File: config.mk
export PLATFORM = sky130hd
export DESIGN_NAME = pulse_peak_detector
export DESIGN_NICKNAME = d
export VERILOG_FILES = /design/src/rtl/pulse_peak_detector.sv
export SDC_FILE = /design/constraint.sdc
export NUM_CORES = 1
export LEC_CHECK = 0
export ABC_CLOCK_PERIOD_IN_PS = 2580
export BUFFER_PORTS_ARGS = -buffer_cell sky130_fd_sc_hd__buf_2
export CAP_MARGIN = 40
export CORE_MARGIN = 5
export CORE_UTILIZATION = 48
export CTS_CLUSTER_DIAMETER = 120
export DETAILED_ROUTE_END_ITERATION = 12
export PLACE_DENSITY = 0.69
export SLEW_MARGIN = 15
export SYNTH_ARGS = -nofsm -noshare
export SYNTH_HDL_FRONTEND = slang
export SYNTH_SLANG_ARGS = --single-unit
File: constraint.sdc
create_clock -name clk -period 2.58 [get_ports clk]
set_clock_uncertainty 0.15 [all_clocks]
set_input_delay 0.516 -clock clk [delete_from_list [all_inputs] [get_ports clk]]
set_output_delay 0.516 -clock clk [all_outputs]
set_load 0.02 [all_outputs]
File: src/rtl/pulse_peak_detector.sv
// ---------------------------------------------------------------------------
// pulse_peak_detector
// Receive-side pulse analyzer for a filtered, signed sample stream. Finds
// pulses above THRESHOLD and reports, once per accepted pulse, the peak
// amplitude, the timestamp of the first peak sample, the pulse width and
// whether pile-up (a second rise inside one pulse) was seen.
//
// Ports
//   clk             in   system clock, rising edge
//   reset           in   asynchronous active-low reset
//   input_data      in   signed filtered sample, one per clk
//   event_valid     out  one-clk strobe, event fields valid in that cycle
//   peak_amplitude  out  signed maximum sample of the pulse
//   peak_time       out  timestamp of the first sample equal to the maximum
//   pulse_width     out  number of above-threshold samples
//   pileup          out  pile-up detected within the pulse
//   width_err       out  one-clk strobe when a pulse reaches MAX_WIDTH
//   pulse_count     out  events emitted, saturating at 16'hFFFF
//
// state | meaning
// IDLE  | waiting for a sample above THRESHOLD
// ABOVE | inside a pulse, tracking peak, width, fall and pile-up
// HOLD  | dead time after a pulse ends or aborts; input ignored
// ---------------------------------------------------------------------------
module pulse_peak_detector #(
    parameter int DATA_W    = 16,
    parameter int TS_W      = 32,
    parameter int THRESHOLD = 100,
    parameter int HYST      = 20,
    parameter int MIN_WIDTH = 3,
    parameter int MAX_WIDTH = 64,
    parameter int DEADTIME  = 4
) (
    input  logic                     clk,
    input  logic                     reset,
    input  logic signed [DATA_W-1:0] input_data,
    output logic                     event_valid,
    output logic signed [DATA_W-1:0] peak_amplitude,
    output logic [TS_W-1:0]          peak_time,
    output logic [7:0]               pulse_width,
    output logic                     pileup,
    output logic                     width_err,
    output logic [15:0]              pulse_count
);

    localparam logic [1:0] ST_IDLE  = 2'd0;
    localparam logic [1:0] ST_ABOVE = 2'd1;
    localparam logic [1:0] ST_HOLD  = 2'd2;

    localparam logic signed [DATA_W-1:0] THR       = DATA_W'(THRESHOLD);
    localparam logic signed [DATA_W:0]   HYST_X    = (DATA_W+1)'(HYST);
    localparam logic [7:0]               MIN_W     = 8'(MIN_WIDTH);
    localparam logic [7:0]               MAX_W     = 8'(MAX_WIDTH);
    localparam logic [7:0]               HOLD_LOAD = 8'(DEADTIME - 1);

    logic signed [DATA_W-1:0] s_q, s_p_q;
    logic [TS_W-1:0]          ts_cnt_q, ts_q;
    logic [1:0]               state_q, state_d;
    logic signed [DATA_W-1:0] peak_q, peak_d;
    logic [TS_W-1:0]          ptime_q, ptime_d;
    logic [7:0]               width_q, width_d;
    logic                     fall_q, fall_d;
    logic                     pile_q, pile_d;
    logic [7:0]               hold_q, hold_d;

    logic                     event_valid_q, event_valid_d;
    logic signed [DATA_W-1:0] peak_amplitude_q, peak_amplitude_d;
    logic [TS_W-1:0]          peak_time_q, peak_time_d;
    logic [7:0]               pulse_width_q, pulse_width_d;
    logic                     pileup_q, pileup_d;
    logic                     width_err_q, width_err_d;
    logic [15:0]              pulse_count_q, pulse_count_d;

    logic                     above;
    logic signed [DATA_W:0]   s_ext, p_ext;
    logic                     rise_ok;
    logic [7:0]               width_inc;

    assign above     = s_q > THR;
    // One extra bit so previous sample + HYST can never wrap.
    assign s_ext     = {s_q[DATA_W-1], s_q};
    assign p_ext     = {s_p_q[DATA_W-1], s_p_q};
    assign rise_ok   = s_ext >= (p_ext + HYST_X);
    assign width_inc = width_q + 8'd1;

    always_comb begin
        state_d          = state_q;
        peak_d           = peak_q;
        ptime_d          = ptime_q;
        width_d          = width_q;
        fall_d           = fall_q;
        pile_d           = pile_q;
        hold_d           = hold_q;
        event_valid_d    = 1'b0;
        width_err_d      = 1'b0;
        peak_amplitude_d = peak_amplitude_q;
        peak_time_d      = peak_time_q;
        pulse_width_d    = pulse_width_q;
        pileup_d         = pileup_q;
        pulse_count_d    = pulse_count_q;

        case (state_q)
            ST_IDLE: begin
                if (above) begin
                    peak_d  = s_q;
                    ptime_d = ts_q;
                    width_d = 8'd1;
                    fall_d  = 1'b0;
                    pile_d  = 1'b0;
                    state_d = ST_ABOVE;
                end
            end
            ST_ABOVE: begin
                if (above) begin
                    width_d = width_inc;
                    if (s_q > peak_q) begin
                        peak_d  = s_q;
                        ptime_d = ts_q;
                    end
                    if (s_q < s_p_q) begin
                        fall_d = 1'b1;
                    end
                    if (fall_q && rise_ok) begin
                        pile_d = 1'b1;
                    end
                    if (width_inc == MAX_W) begin
                        width_err_d = 1'b1;
                        hold_d      = HOLD_LOAD;
                        state_d     = ST_HOLD;
                    end
                end else begin
                    if (width_q >= MIN_W) begin
                        event_valid_d    = 1'b1;
                        peak_amplitude_d = peak_q;
                        peak_time_d      = ptime_q;
                        pulse_width_d    = width_q;
                        pileup_d         = pile_q;
                        if (pulse_count_q != 16'hFFFF) begin
                            pulse_count_d = pulse_count_q + 16'd1;
                        end
                    end
                    hold_d  = HOLD_LOAD;
                    state_d = ST_HOLD;
                end
            end
            ST_HOLD: begin
                if (hold_q == 8'd0) begin
                    state_d = ST_IDLE;
                end else begin
                    hold_d = hold_q - 8'd1;
                end
            end
            default: state_d = ST_IDLE;
        endcase
    end

    always_ff @(posedge clk or negedge reset) begin
        if (!reset) begin
            s_q              <= '0;
            s_p_q            <= '0;
            ts_cnt_q         <= '0;
            ts_q             <= '0;
            state_q          <= ST_IDLE;
            peak_q           <= '0;
            ptime_q          <= '0;
            width_q          <= '0;
            fall_q           <= 1'b0;
            pile_q           <= 1'b0;
            hold_q           <= '0;
            event_valid_q    <= 1'b0;
            peak_amplitude_q <= '0;
            peak_time_q      <= '0;
            pulse_width_q    <= '0;
            pileup_q         <= 1'b0;
            width_err_q      <= 1'b0;
            pulse_count_q    <= '0;
        end else begin
            s_q              <= input_data;
            s_p_q            <= s_q;
            ts_q             <= ts_cnt_q;
            ts_cnt_q         <= ts_cnt_q + TS_W'(1);
            state_q          <= state_d;
            peak_q           <= peak_d;
            ptime_q          <= ptime_d;
            width_q          <= width_d;
            fall_q           <= fall_d;
            pile_q           <= pile_d;
            hold_q           <= hold_d;
            event_valid_q    <= event_valid_d;
            peak_amplitude_q <= peak_amplitude_d;
            peak_time_q      <= peak_time_d;
            pulse_width_q    <= pulse_width_d;
            pileup_q         <= pileup_d;
            width_err_q      <= width_err_d;
            pulse_count_q    <= pulse_count_d;
        end
    end

    assign event_valid    = event_valid_q;
    assign peak_amplitude = peak_amplitude_q;
    assign peak_time      = peak_time_q;
    assign pulse_width    = pulse_width_q;
    assign pileup         = pileup_q;
    assign width_err      = width_err_q;
    assign pulse_count    = pulse_count_q;

endmodule

* Word-level counts from Yosys, hierarchy flattened
Cells that the tools add are included.
Widths: inputs -> output; s select.
** Word-level totals
- Bits in latches :: 0
- Flip-flop bits (word level) :: 239
- Input bits :: 18
- Bits in read-only memories :: 0
- Word-level logic and storage cells :: 87
- Memories :: 0
- Output and inout port bits :: 75
- Bits in writable memories :: 0
** Operators by class
- $add $sub $neg :: 5
- Multiply operators :: 0
- Mux-type cells :: 33
- Shift operators :: 0
- Div/mod/pow operators :: 0
- Bitwise logic cells :: 1
- Order comparisons :: 5
- Equality and inequality tests :: 12
- Reductions and logical operators :: 13
** Operators with widths (number)
- $mux 32 :: 3
- $pmux 32 s2 :: 1
- $mux 16 :: 3
- $mux 8 :: 5
- $add 32x1->32 const B :: 1
- $pmux 16 s2 :: 1
- $pmux 8 s2 :: 2
- $add 16x6->17 const B :: 1
- $ge 16x17->1 :: 1
- $add 16x1->16 const B :: 1
- $gt 16x16->1 :: 1
- $gt 16x8->1 const B :: 1
- $lt 16x16->1 :: 1
- $ne 16x16->1 const B :: 1
- $reduce_and 4->1 :: 4
- $ne 2x2->1 const B :: 7
- $reduce_and 3->1 :: 4
- $mux 1 :: 11
- $add 8x1->8 const B :: 1
- $eq 8x7->1 const B :: 1
- $ge 8x2->1 const B :: 1
- $logic_not 8->1 :: 1
- $mux 2 :: 4
- $sub 8x1->8 const B :: 1
- 9 further kinds :: 11

* Logic depth before layout (Yosys ltp)
Gate-level depths: netlist (run 1).
- Word-level depth :: 6
- Depth in mapped cells :: 11
- Gate-level depth less buffers :: 11

* Least setup slack after synthesis (run 1)
OpenSTA, ideal clock, no wires.
- Path type :: register -> register
- Start point :: register s_q[5]
- End point :: register peak_q[10]
- Stages on the path, launching flop included :: 10
- Arrival :: 2.420 ns
- Data required time :: 2.305 ns
- Path buffers :: 2
- Path slack :: -0.115 ns
- Library setup time :: 0.125 ns
- Period minus slack after synthesis :: 2.695 ns
- Cell sequence :: dfrtp_1 ha_1 a211o_1 a21oi_1 nand3_1 a311o_1 o211ai_2 buf_6 buf_8 mux2_4
** On the way
- Word-level cells in the longest chain between the ends :: 3
- Elaborated cells on any way between the ends :: 6
- Classes of those cells :: order compare (2); eq/ne (3); reduce/logical (1)
** Ends and longest elaborated chain
- start: declaration :: line 56 : logic signed [DATA_W-1:0] s_q, s_p_q;
- start signal: assignment :: line 178 : s_q <= input_data;
- $gt 16x16->1 / $gt 16x8->1 (equally long branches) :: line 116, 79
- $ne 2x2->1 (no line)
- $reduce_and 4->1 (no line) (*)
- end signal: assignment :: line 183 : peak_q <= peak_d;
- end: declaration :: line 59 : logic signed [DATA_W-1:0] peak_q, peak_d;
Mark *: on every way between the ends. The rest lies on a longest branch, timed or not.
A chain may end at the register's enable or synchronous reset.

* Final worst setup path (run 1)
- Start point :: register peak_q[6]
- End point :: register ptime_q[16]
** On the way
- Word-level cells in the longest chain between the ends :: 3
** Ends and longest elaborated chain
- $gt 16x16->1 :: line 116 : if (s_q > peak_q) begin
- $ne 2x2->1 (no line)
- $reduce_and 4->1 (no line)
- end signal: assignment :: line 184 : ptime_q <= ptime_d;
- end: declaration :: line 60 : logic [TS_W-1:0] ptime_q, ptime_d;
No other way between the ends.

==> summary.md, run 1 <==
| Metric | Value |
|---|---|
| Max_cap viols | `0` |
| Die Ht | `156 um` |
| Status | `finished, violations left` |
| Post-DP HPWL | `14,300 um` |
| Final hold violation count | `0` |
| Comb power frac | `29.1%` |
| Syn nets | `882` |
| Area post-placement | `11,500 um^2` |
| Unrepaired setup endpoints after global routing | `yes` |
| Max incr delay on CP | `0.37 ns` |
| CP delay by family, top | `compound AO/OA/AOI/OAI gates` |
| Clock power share | `32.1%` |
| Worst-path fanout max | `6` |
| Power Density | `898 nW/um^2` |
| Register bit count reported by yosys | `239` |
| CTS root buffer | `clkbuf_16` |
| CP Buf/Inv Count | `3` |
| Die X | `156 um` |
| Commonest cells after routing, fill and taps aside | `dfrtp_1 (239), buf_2 (91), buf_4 (72), nand2_1 (71), xnor2_1 (53)` |
| Crit path cell chain | `inv_1 -> ha_1 -> o21a_1 -> a21oi_4 -> nand3_2 -> a311o_1 -> o211ai_4 -> buf_6 -> buf_12 -> mux2_4` |
| Via count | `6,753` |
| Post-route ant nets | `0` |
| Final setup viols | `47` |
| Layout cells sized above 1 | `32.3%` |
| Fill cells | `1,648` |
| Mapped Area | `10,200 um^2` |
| CP max-delay cell | `dfrtp_1` |
| Min Hold Slack | `0.226 ns` |
| Worst-case clock buffer depth | `3` |
| # H-tree levels | `1` |
| Kind of end point of the critical path | `flip-flop` |
| Switching power | `3.48 mW` |
| Via/cell ratio | `5.15` |
| CP arrival | `3.05 ns` |
| Design Area, Final | `13,100 um^2` |
| Remaining DRCs | `0` |
| Number of buffers created by CTS | `25` |
| Yosys top cell area share | `58.6%` |
| First-pass GRT wire length | `36,800 um` |
| Critical Path Start Type | `flip-flop` |
| Mean post-synth cell area | `12.6 um^2` |
| Actual slew at the worst max-slew pin | `0.577 ns` |
| Clock Latency Late Sink | `0.52 ns` |
| Worst vdd ir | `740 uV` |
| Cell Int Power | `8.26 mW` |
| WL final | `22,000 um` |
| Number of global-route vias before repair | `7,221` |
| Fmax achieved | `358 MHz` |
| Hold/Removal Path Class | `reg -> reg` |
| Starting Density | `48.7%` |
| Starting DRT DRC Count | `454` |
| ANT cells | `0` |
| Global Route Usage Sum | `18.4%` |
| Post-synth EDFFs | `0` |
| Syn-to-layout area delta | `28.1%` |
| Io pins | `93` |
| Max Slew Vio Count | `0` |
| Row count | `53` |
| Sequential fraction of the synthesis area | `58.6%` |
| Sw Ratio | `29.7%` |
| GP Congestion | `0.824` |
| Core box area | `21,000 um^2` |
| Final Worst Setup Slack | `-0.214 ns` |
| WL/cell | `16.8 um` |
| Synth unique cells | `65` |
| Rel. slew slack | `61.0%` |
| Sequential share of power | `38.8%` |
| Setup CP Type | `reg -> reg` |
| Min Clock Period, post-route | `2.79 ns` |
| Clock transition at the registers of the reported paths | `0.06 ns` |
| DRT Pass-1 Iters | `4` |
| Critical Path RT | `2.83 ns` |
| Synth top area cells | `dfrtp_1 (59%), mux2_2 (7.1%), ha_1 (6.5%), xnor2_1 (4.5%), mux2_4 (2.8%)` |
| Period Utilization, post-route | `108%` |
| Ys async rst share | `100%` |
| Leakage power | `6.55 nW` |
| Synth warn | `0` |
| Die area | `24,300 um^2` |
| Cells after Synth | `811` |
| Violated checks | `setup timing` |
| Prevailing post-synth register cell | `dfrtp_1` |
| Clock tree from TritonCTS | `built` |
| TNS Setup | `-9.04 ns` |
| CTS sink cnt | `239` |
| Setup slack, reg-to-reg | `-0.21 ns` |
| Antenna violations before repair | `0` |
| Largest net degree at the start of global routing | `64` |
| Commonest non-fill, non-tap cell in the layout | `dfrtp_1` |
| Nets | `1,087` |
| I/O Buffers | `92` |
| Global route overflow | `0` |
| Overall power | `11.7 mW` |
| Post-synth top area cell | `dfrtp_1` |
## metal layers
metal	wire length, um	up-vias	part of all wire, %	track usage, %
met1	9930	3334	45	25.7
met3	743	37	3.4	2.75
li1	-	3254	-	-
met4	514	0	2.3	4.34
met5	0	-	0	0
met2	10800	128	49	30.8
## synthesized netlist by cell type (all sizes together), types with 3 or more instances
cell type and number:
nor4 7, a21oi 12, a31oi 6, clkbuf 9, buf 10, xnor2 53
nand3 33, ha 53, and2 3, and3 10, nand4 22, nor3b 4
nor3 18, o2111ai 3, a21o 6, o21ai 34, nor2 25, xor2 9
nor2b 6, a211oi 6, inv 48, mux2 83, and4 3, nand2 72
o21a 5, dfrtp 239
## final timing paths
kind                              start          end  cells past startpoint
setup / recovery              peak_q[6]  ptime_q[16]                     10
hold / removal             ts_cnt_q[30]     ts_q[30]                      0
setup reg to reg              peak_q[6]  ptime_q[16]                     10
hold reg to reg            ts_cnt_q[30]     ts_q[30]                      0
max in group asynchronous         reset   ptime_q[8]                      3
min in group asynchronous         reset    peak_q[8]                      2
## logic make-up (layout without fill, tap and decap cells)
group                    Yosys count  in the layout  synth area share (%)
AO/OA/AOI/OAI                     93             93                  6.17
XOR/XNOR                          62             62                  5.32
adder cells (fa/ha/maj)           53             53                  6.50
buffers and inverters             67            291                  2.99
flip-flops                       239            239                  58.6
multiplexers                      83             83                  9.86
AND/OR/NAND/NOR                  214            214                  10.5
## power groups by stage
stage               Clock, mW  Combinational [mW]  Sequential (mW)
floorplan                   0                1.51             4.80
global placement            0                2.68             4.59
detailed placement          0                2.73             4.60
CTS                      3.86                3.32             4.54
global route             4.03                3.70             4.61
finish                   3.77                3.41             4.56
## metrics by stage
| stage | utilization [%] | std cells | worst slack [ns] |
|---|---|---|---|
| 2_1_floorplan | - | 811 | -0.0777 |
| 3_3_place_gp | 54.9 | 1229 | -0.158 |
| 3_5_place_dp | 54.9 | 1229 | -0.249 |
| 4_1_cts | 61.7 | 1306 | -0.224 |
| 5_1_grt | 62.4 | 1310 | -0.289 |
| 6_report | 62.4 | 1310 | -0.214 |
## sequential cells by signal, indices dropped and copies added (netlist names), 2 cells and up
name and flops:
peak_q 16, ts_cnt_q 32, pulse_width 8, state_q 2
ptime_q 32, peak_amplitude 16, s_q 16, peak_time 32
hold_q 8, ts_q 32, width_q 8, pulse_count 16
s_p_q 16
## repair_timing
item | in CTS | in global routing
endpoints found under the hold margin | 74 | 0
gates resized for setup | 43 | 19
hold buffers | 17 | 0
gates cloned | 5 | 1
endpoints found under the setup margin | 48 | 100
pin swaps | 6 | 4
buffers inserted | 10 | 3
## cell type report
| cell class | count | area (um^2) | area share [%] |
|---|---|---|---|
| inverters | 48 | 180 | 1.38 |
| clock inverters | 10 | 143 | 1.09 |
| multi-input cells | 505 | 4160 | 31.8 |
| flip-flops and latches | 239 | 5980 | 45.8 |
| clock buffers | 36 | 747 | 5.72 |
| well taps | 275 | 344 | 2.63 |
| repair buffers | 197 | 1510 | 11.6 |
Note: power is estimated with default switching activity, not from simulation.
==> run 2, diff against run 1 <==
- ABC_AREA: unset -> 1
- ABC_CLOCK_PERIOD_IN_PS: 2580 -> 2300
- clock period: 2.58 -> 2.3 ns (I/O delays scaled with it)
==> run 2 against run 1 <==
The flow still finishes with violations (setup timing). Largest power group unchanged. Largest cell class unchanged. Sequential power grew 12%. Clock-buffer cell count shrank 5. Die area grew 5.7%. First-iteration DRC count shrank 7.3%. Synthesized cell count grew 41%. Critical path type unchanged. Sequential cell count is the same. Non-clock buffer count shrank 29.
==> summary.md, run 2 <==
| Metric | Value |
|---|---|
| Area post-placement | `11,900 um^2 (+3.8%)` |
| Period Utilization, post-route | `126% (+18 points)` |
| Synth warn | `0 (unchanged)` |
| Mapped Area | `10,800 um^2 (+6.1%)` |
| Post-route ant nets | `0 (unchanged)` |
| Worst slack, placed | `-0.491 ns (-0.242 ns)` |
| Die area | `25,700 um^2 (+5.7%)` |
| Rel. slew slack | `66.1% (+5.1 points)` |
| Remaining DRCs | `0 (unchanged)` |
| Largest net degree at the start of global routing | `62 (-3.1%)` |
| Final hold violation count | `0 (unchanged)` |
| WL final | `23,800 um (+8.6%)` |
| Setup CP Type | `reg -> reg` |
| Commonest cells post-synth | `nand2_1 (351), dfrtp_1 (239), inv_1 (102)` |
| Max incr delay on CP | `0.37 ns (about the same)` |
| Yosys top cell area share | `55.2% (-3.4 points)` |
| # H-tree levels | `1 (unchanged)` |
| CP arrival | `3.15 ns (+0.10 ns)` |
| Clock tree from TritonCTS | `built` |
| Max_cap viols | `0 (unchanged)` |
| GP Congestion | `0.858 (+4.1%)` |
| Die X | `160 um (+2.8%)` |
| Commonest cells after routing, fill and taps aside | `nand2_1 (348), dfrtp_1 (238), inv_1 (101), buf_2 (91), nand3_1 (75)` |
| Die Ht | `160 um (+2.8%)` |
| Final setup viols | `1 (-98%)` |
| ANT cells | `0 (unchanged)` |
| CTS root buffer | `clkbuf_16` |
| Post-synth EDFFs | `0 (unchanged)` |
| Nets | `1,381 (+27%)` |
| CP max-delay cell | `dfrtp_1` |
| Register bit count reported by yosys | `239 (unchanged)` |
| Starting DRT DRC Count | `421 (-7.3%)` |
| Cells after Synth | `1,146 (+41%)` |
| Power Density | `953 nW/um^2 (+6.1%)` |
| Min Clock Period, post-route | `2.90 ns (+0.109 ns)` |
| Final Worst Setup Slack | `-0.602 ns (-0.389 ns)` |
| Syn nets | `1,217 (+38%)` |
| Unrepaired setup endpoints after global routing | `yes` |
| Syn-to-layout area delta | `21.9%` |
| Actual slew at the worst max-slew pin | `0.504 ns (-0.0730 ns)` |
| Worst-path fanout max | `3 (-3)` |
| Layout cells sized above 1 | `19.4% (-13 points)` |
| Critical Path Start Type | `flip-flop` |
| Row count | `55 (+3.8%)` |
| Number of buffers created by CTS | `25 (unchanged)` |
| Clock Latency Late Sink | `0.52 ns (about the same)` |
| Via count | `8,037 (+19%)` |
| Post-DP HPWL | `16,100 um (+12%)` |
| Critical Path RT | `2.55 ns (-0.28 ns)` |
| Synth top area cells | `dfrtp_1 (55%), nand2_1 (12%), ha_1 (6.1%), xor2_1 (4.0%), nand3_1 (3.6%)` |
| Antenna violations before repair | `0 (unchanged)` |
| Violated checks | `setup timing` |
| Status | `finished, violations left` |
| First-pass GRT wire length | `40,100 um (+9.0%)` |
| Clock transition at the registers of the reported paths | `0.06 ns (about the same)` |
| Worst vdd ir | `442 uV (-40%)` |
| WL/cell | `14.8 um (-12%)` |
| Crit path cell chain | `ha_2 -> nor2_2 -> nor2_2 -> nand3_1 -> nor2_1 -> nand2_1 -> nor3_2 -> nand3_1 -> xor2_1 -> ha_1 -> nand2_1 -> inv_1 -> nor2_1 -> o21ai_1 -> nor2_1 -> nand3_1 -> nand2_1 -> nand2_1 -> nand2_2 -> a21oi_2` |
| Via/cell ratio | `4.99 (-3.3%)` |
| Post-synth top area cell | `dfrtp_1` |
| Most common cell on crit path | `nand2_1` |
| Top-count cell post-synth | `nand2_1` |
| Io pins | `93 (unchanged)` |
| Mean post-synth cell area | `9.45 um^2 (-25%)` |
| I/O Buffers | `92 (unchanged)` |
| Design Area, Final | `13,200 um^2 (+0.99%)` |
| Ys async rst share | `100% (unchanged)` |
| Synth unique cells | `40 (-38%)` |
| Global route overflow | `0 (unchanged)` |
| Leakage power | `6.86 nW (+4.9%)` |
| CTS sink cnt | `239 (unchanged)` |
| Number of global-route vias before repair | `8,439 (+17%)` |
| Sequential fraction of the synthesis area | `55.2% (-3.4 points)` |
| Hold/Removal Path Class | `reg -> reg` |
| Global Route Usage Sum | `18.4% (-0.042 points)` |
| Commonest non-fill, non-tap cell in the layout | `nand2_1` |
| Max Slew Vio Count | `0 (unchanged)` |
| DRT Pass-1 Iters | `4 (unchanged)` |
| Worst-case clock buffer depth | `3 (unchanged)` |
| Prevailing post-synth register cell | `dfrtp_1` |
| Core box area | `22,400 um^2 (+7.1%)` |
| Kind of end point of the critical path | `flip-flop` |
| Fmax achieved | `345 MHz (-3.7%)` |
| Starting Density | `48.3% (-0.44 points)` |
-- run 2: metal layers --
layer,share of wire (%),GRT usage [%]
met5,0,0
met4,2.6,5.94
met3,3.7,2.84
met2,49,32.2
met1,44,23.5
-- run 2: metrics by stage --
stage | hold slack [ns] | utilization (%) | total power, mW | cells | setup TNS [ns]
floorplan | 0.0144 | - | 7.15 | 1146 | -0.300
global placement | 0.215 | 53.2 | 8.05 | 1543 | -0.427
detailed placement | 0.219 | 53.2 | 8.15 | 1543 | -0.491
CTS | 0.233 | 57.9 | 12.4 | 1605 | -0.497
global route | 0.244 | 58.8 | 13.3 | 1612 | -4.13
finish | 0.230 | 58.8 | 12.6 | 1612 | -0.602
-- run 2: what timing repair did --
item / in CTS / in global routing
gates cloned: 0 / 6
gates resized for setup: 5 / 22
endpoints found under the hold margin: 70 / 0
hold buffers: 17 / 0
setup endpoints to repair: 2 / 52
pin swaps: 5 / 22
buffers inserted: 1 / 1
-- run 2: cell type report --
class | instances | area [um^2]
Fill cell | 1903 | 9240
Sequential cell | 239 | 5980
Multi-Input combinational cell | 768 | 4350
Timing Repair Buffer | 168 | 1250
Clock buffer | 31 | 698
Inverter | 108 | 405
Tap cell | 285 | 357
Clock inverter | 13 | 153
-- run 2: critical path, delay by kind of cell (launching register included) --
family / cells / cell delay [ns]
AND/OR/NAND/NOR: 14 / 1.38
adder cells (fa/ha/maj): 2 / 0.53
flip-flops: 1 / 0.37
XOR/XNOR: 1 / 0.19
buffers and inverters: 1 / 0.03
AO/OA/AOI/OAI: 2 / 0.11
-- run 2: path summary, 6_finish.rpt --
kind | startpoint | endpoint | slack, ns | depth (start not counted)
min in group asynchronous | reset | peak_time[26] | 0.32 | 2
worst min-delay path | ts_cnt_q[30] | ts_q[30] | 0.23 | 0
worst max-delay path | s_p_q[2] | pile_q | -0.60 | 20
worst max register to register | s_p_q[2] | pile_q | -0.60 | 20
worst min register to register | ts_cnt_q[30] | ts_q[30] | 0.23 | 0
max in group asynchronous | reset | ptime_q[17] | 1.02 | 3
-- run 2: cells by family (layout without fill, tap and decap cells) --
family / Yosys count / after routing / synth area share (%)
AOI/OAI and AO/OA: 83 / 83 / 4.15
xor gates and xnor gates: 67 / 67 / 5.56
and+or+nand+nor: 565 / 565 / 23.4
buffers and inverters: 139 / 320 / 5.51
DFF: 239 / 239 / 55.2
adders and majority gates: 53 / 53 / 6.13
-- run 2: power by group --
part	switching, mW	leakage, nW	total, mW	internal (mW)
Combinational	2.10	3.27	3.33	1.23
Sequential	0.363	3.17	5.12	4.75
Clock	1.65	0.420	4.14	2.49
==> run 3, diff against run 2 <==
- ABC_AREA: 1 -> unset
==> run 3 against run 2 <==
The run still ends with setup timing left. Worst hold slack lost 0.0075 ns. Largest power group unchanged. Sequential power grew 1%. Wire length grew 7.2%. Final area grew 7.5%. Power grew 13%. First-iteration DRC count shrank 12%. Register-to-register slack lost 0.06 ns. Critical endpoint is now ptime_q[16]. Fmax shrank 2.1%.
==> summary.md, run 3 (synthesis gave the netlist of run 1 again) <==
| Metric | Value |
|---|---|
| Cells after DPL | `1,266 (-18%)` |
| Final hold violation count | `0 (unchanged)` |
| Max Slew Vio Count | `0 (unchanged)` |
| Setup CP Type | `reg -> reg` |
| Max_cap viols | `0 (unchanged)` |
| Layout cells sized above 1 | `41.8% (+22 points)` |
| Unrepaired setup endpoints after global routing | `yes` |
| Starting Density | `48.7% (+0.44 points)` |
| Syn-to-layout area delta | `39.0%` |
| Worst-path fanout max | `9 (+6)` |
| Io pins | `93 (unchanged)` |
| WL/cell | `18.7 um (+26%)` |
| Worst-case clock buffer depth | `3 (unchanged)` |
| Remaining DRCs | `0 (unchanged)` |
| Number of global-route vias before repair | `7,627 (-9.6%)` |
| Actual slew at the worst max-slew pin | `0.499 ns (-0.00502 ns)` |
| Design Area, Final | `14,200 um^2 (+7.5%)` |
| Commonest non-fill, non-tap cell in the layout | `dfrtp_1` |
| Post-route insts no fill | `1,368 (-15%)` |
| First-pass GRT wire length | `41,000 um (+2.3%)` |
| Via count | `7,231 (-10%)` |
| Global Route Usage Sum | `20.9% (+2.5 points)` |
| Fmax achieved | `337 MHz (-2.1%)` |
| Antenna violations before repair | `0 (unchanged)` |
| Clock tree from TritonCTS | `built` |
| Hold/Removal Path Class | `reg -> reg` |
| Final Worst Setup Slack | `-0.666 ns (-0.0636 ns)` |
| Fill cells | `1,437 (-24%)` |
| GP Congestion | `0.866 (+0.97%)` |
| Leakage power | `7.01 nW (+2.1%)` |
| Commonest cells after routing, fill and taps aside | `dfrtp_1 (239), buf_4 (102), buf_2 (91), mux2_4 (53), ha_1 (50)` |
| Global route overflow | `0 (unchanged)` |
| Min Hold Slack | `0.223 ns (-0.00745 ns)` |
| Status | `finished, violations left` |
| Worst vdd ir | `833 uV (+89%)` |
| Area post-placement | `11,800 um^2 (-1.4%)` |
| Kind of end point of the critical path | `flip-flop` |
| Row count | `53 (-3.6%)` |
| CTS root buffer | `clkbuf_16` |
| DRT Pass-1 Iters | `4 (unchanged)` |
| Nets | `1,144 (-17%)` |
| Overall power | `14.2 mW (+13%)` |
| Post-route ant nets | `0 (unchanged)` |
| Power Density | `1000 nW/um^2 (+5.2%)` |
| Via/cell ratio | `5.29 (+6.0%)` |
| ANT cells | `0 (unchanged)` |
| Die X | `156 um (-2.7%)` |
| Clock Latency Late Sink | `0.53 ns (about the same)` |
| # H-tree levels | `1 (unchanged)` |
| Critical Path Start Type | `flip-flop` |
| Number of buffers created by CTS | `26 (+4.0%)` |
| Rel. slew slack | `66.5% (+0.39 points)` |
| CTS sink cnt | `239 (unchanged)` |
| Min Clock Period, post-route | `2.97 ns (+0.0636 ns)` |
| WL final | `25,500 um (+7.2%)` |
| CP arrival | `3.23 ns (+0.08 ns)` |
| Period Utilization, post-route | `129% (+2.8 points)` |
| TNS Setup | `-43.65 ns (-43.05 ns)` |
| Critical Path RT | `2.56 ns (about the same)` |
| Die Ht | `156 um (-2.7%)` |
| I/O Buffers | `92 (unchanged)` |
| Final setup viols | `122 (+121)` |
| Violated checks | `setup timing` |
| Largest net degree at the start of global routing | `65 (+4.8%)` |
| Die area | `24,300 um^2 (-5.4%)` |
| Clock transition at the registers of the reported paths | `0.06 ns (about the same)` |
| Starting DRT DRC Count | `372 (-12%)` |
| Post-DP HPWL | `14,800 um (-8.0%)` |
| Core box area | `21,000 um^2 (-6.6%)` |
[run 3: per-stage QoR]
step / setup WS [ns] / utilization (%)
finish: -0.666 / 67.7
global route: -0.713 / 67.7
CTS: -0.574 / 66.2
detailed placement: -0.553 / 56.2
global placement: -0.439 / 56.2
floorplan: -0.358 / -
[run 3: final timing paths]
kind	slack (ns)	startpoint	depth (start not counted)	endpoint
worst max-delay path	-0.67	peak_q[3]	10	ptime_q[16]
worst min-delay path	0.22	ts_cnt_q[30]	0	ts_q[30]
worst max register to register	-0.67	peak_q[3]	10	ptime_q[16]
worst min register to register	0.22	ts_cnt_q[30]	0	ts_q[30]
max in group asynchronous	1.00	reset	3	peak_time[9]
min in group asynchronous	0.30	reset	2	s_q[10]
[run 3: layout make-up]
type                            count  area, um^2  share of cell area [%]
Clock buffer                       32         723                    5.10
Multi-Input combinational cell    505        4580                    32.3
Inverter                           48         188                    1.32
Sequential cell                   239        5980                    42.2
Clock inverter                     16         235                    1.66
Tap cell                          275         344                    2.43
Timing Repair Buffer              253        2140                    15.1
[run 3: critical path, stage by stage (launching register included)]
cell and delay, ns:
dfrtp_1 0.34, inv_1 0.05, ha_1 0.32, a211oi_1 0.48, nand3_2 0.17, a311o_1 0.38
o211ai_4 0.23, buf_6 0.15, buf_12 0.10, buf_12 0.13, mux2_2 0.34
[run 3: per-layer routing]
metal,wire length (um),track usage [%],share of wire [%],vias to the layer above
met5,0,0,0,-
met4,709,5.67,2.8,0
met1,10900,27.9,43,3674
met3,833,2.91,3.3,49
met2,13100,35.9,51,135
li1,-,-,-,3373
[run 3: power by group]
part           internal [mW]  switching [mW]  leakage, nW
sequential              4.73           0.448         3.14
clock                   2.81            1.75        0.464
combinational           2.31            2.18         3.41
total                   9.85            4.37         7.01
[run 3: what timing repair did]
item,4_1_cts,5_1_grt
cloned,10,1
gates resized for setup,154,66
hold buffers,17,0
pin swaps,51,38
buffers inserted,23,12
hold endpoints to repair,67,0
setup endpoints to repair,128,138
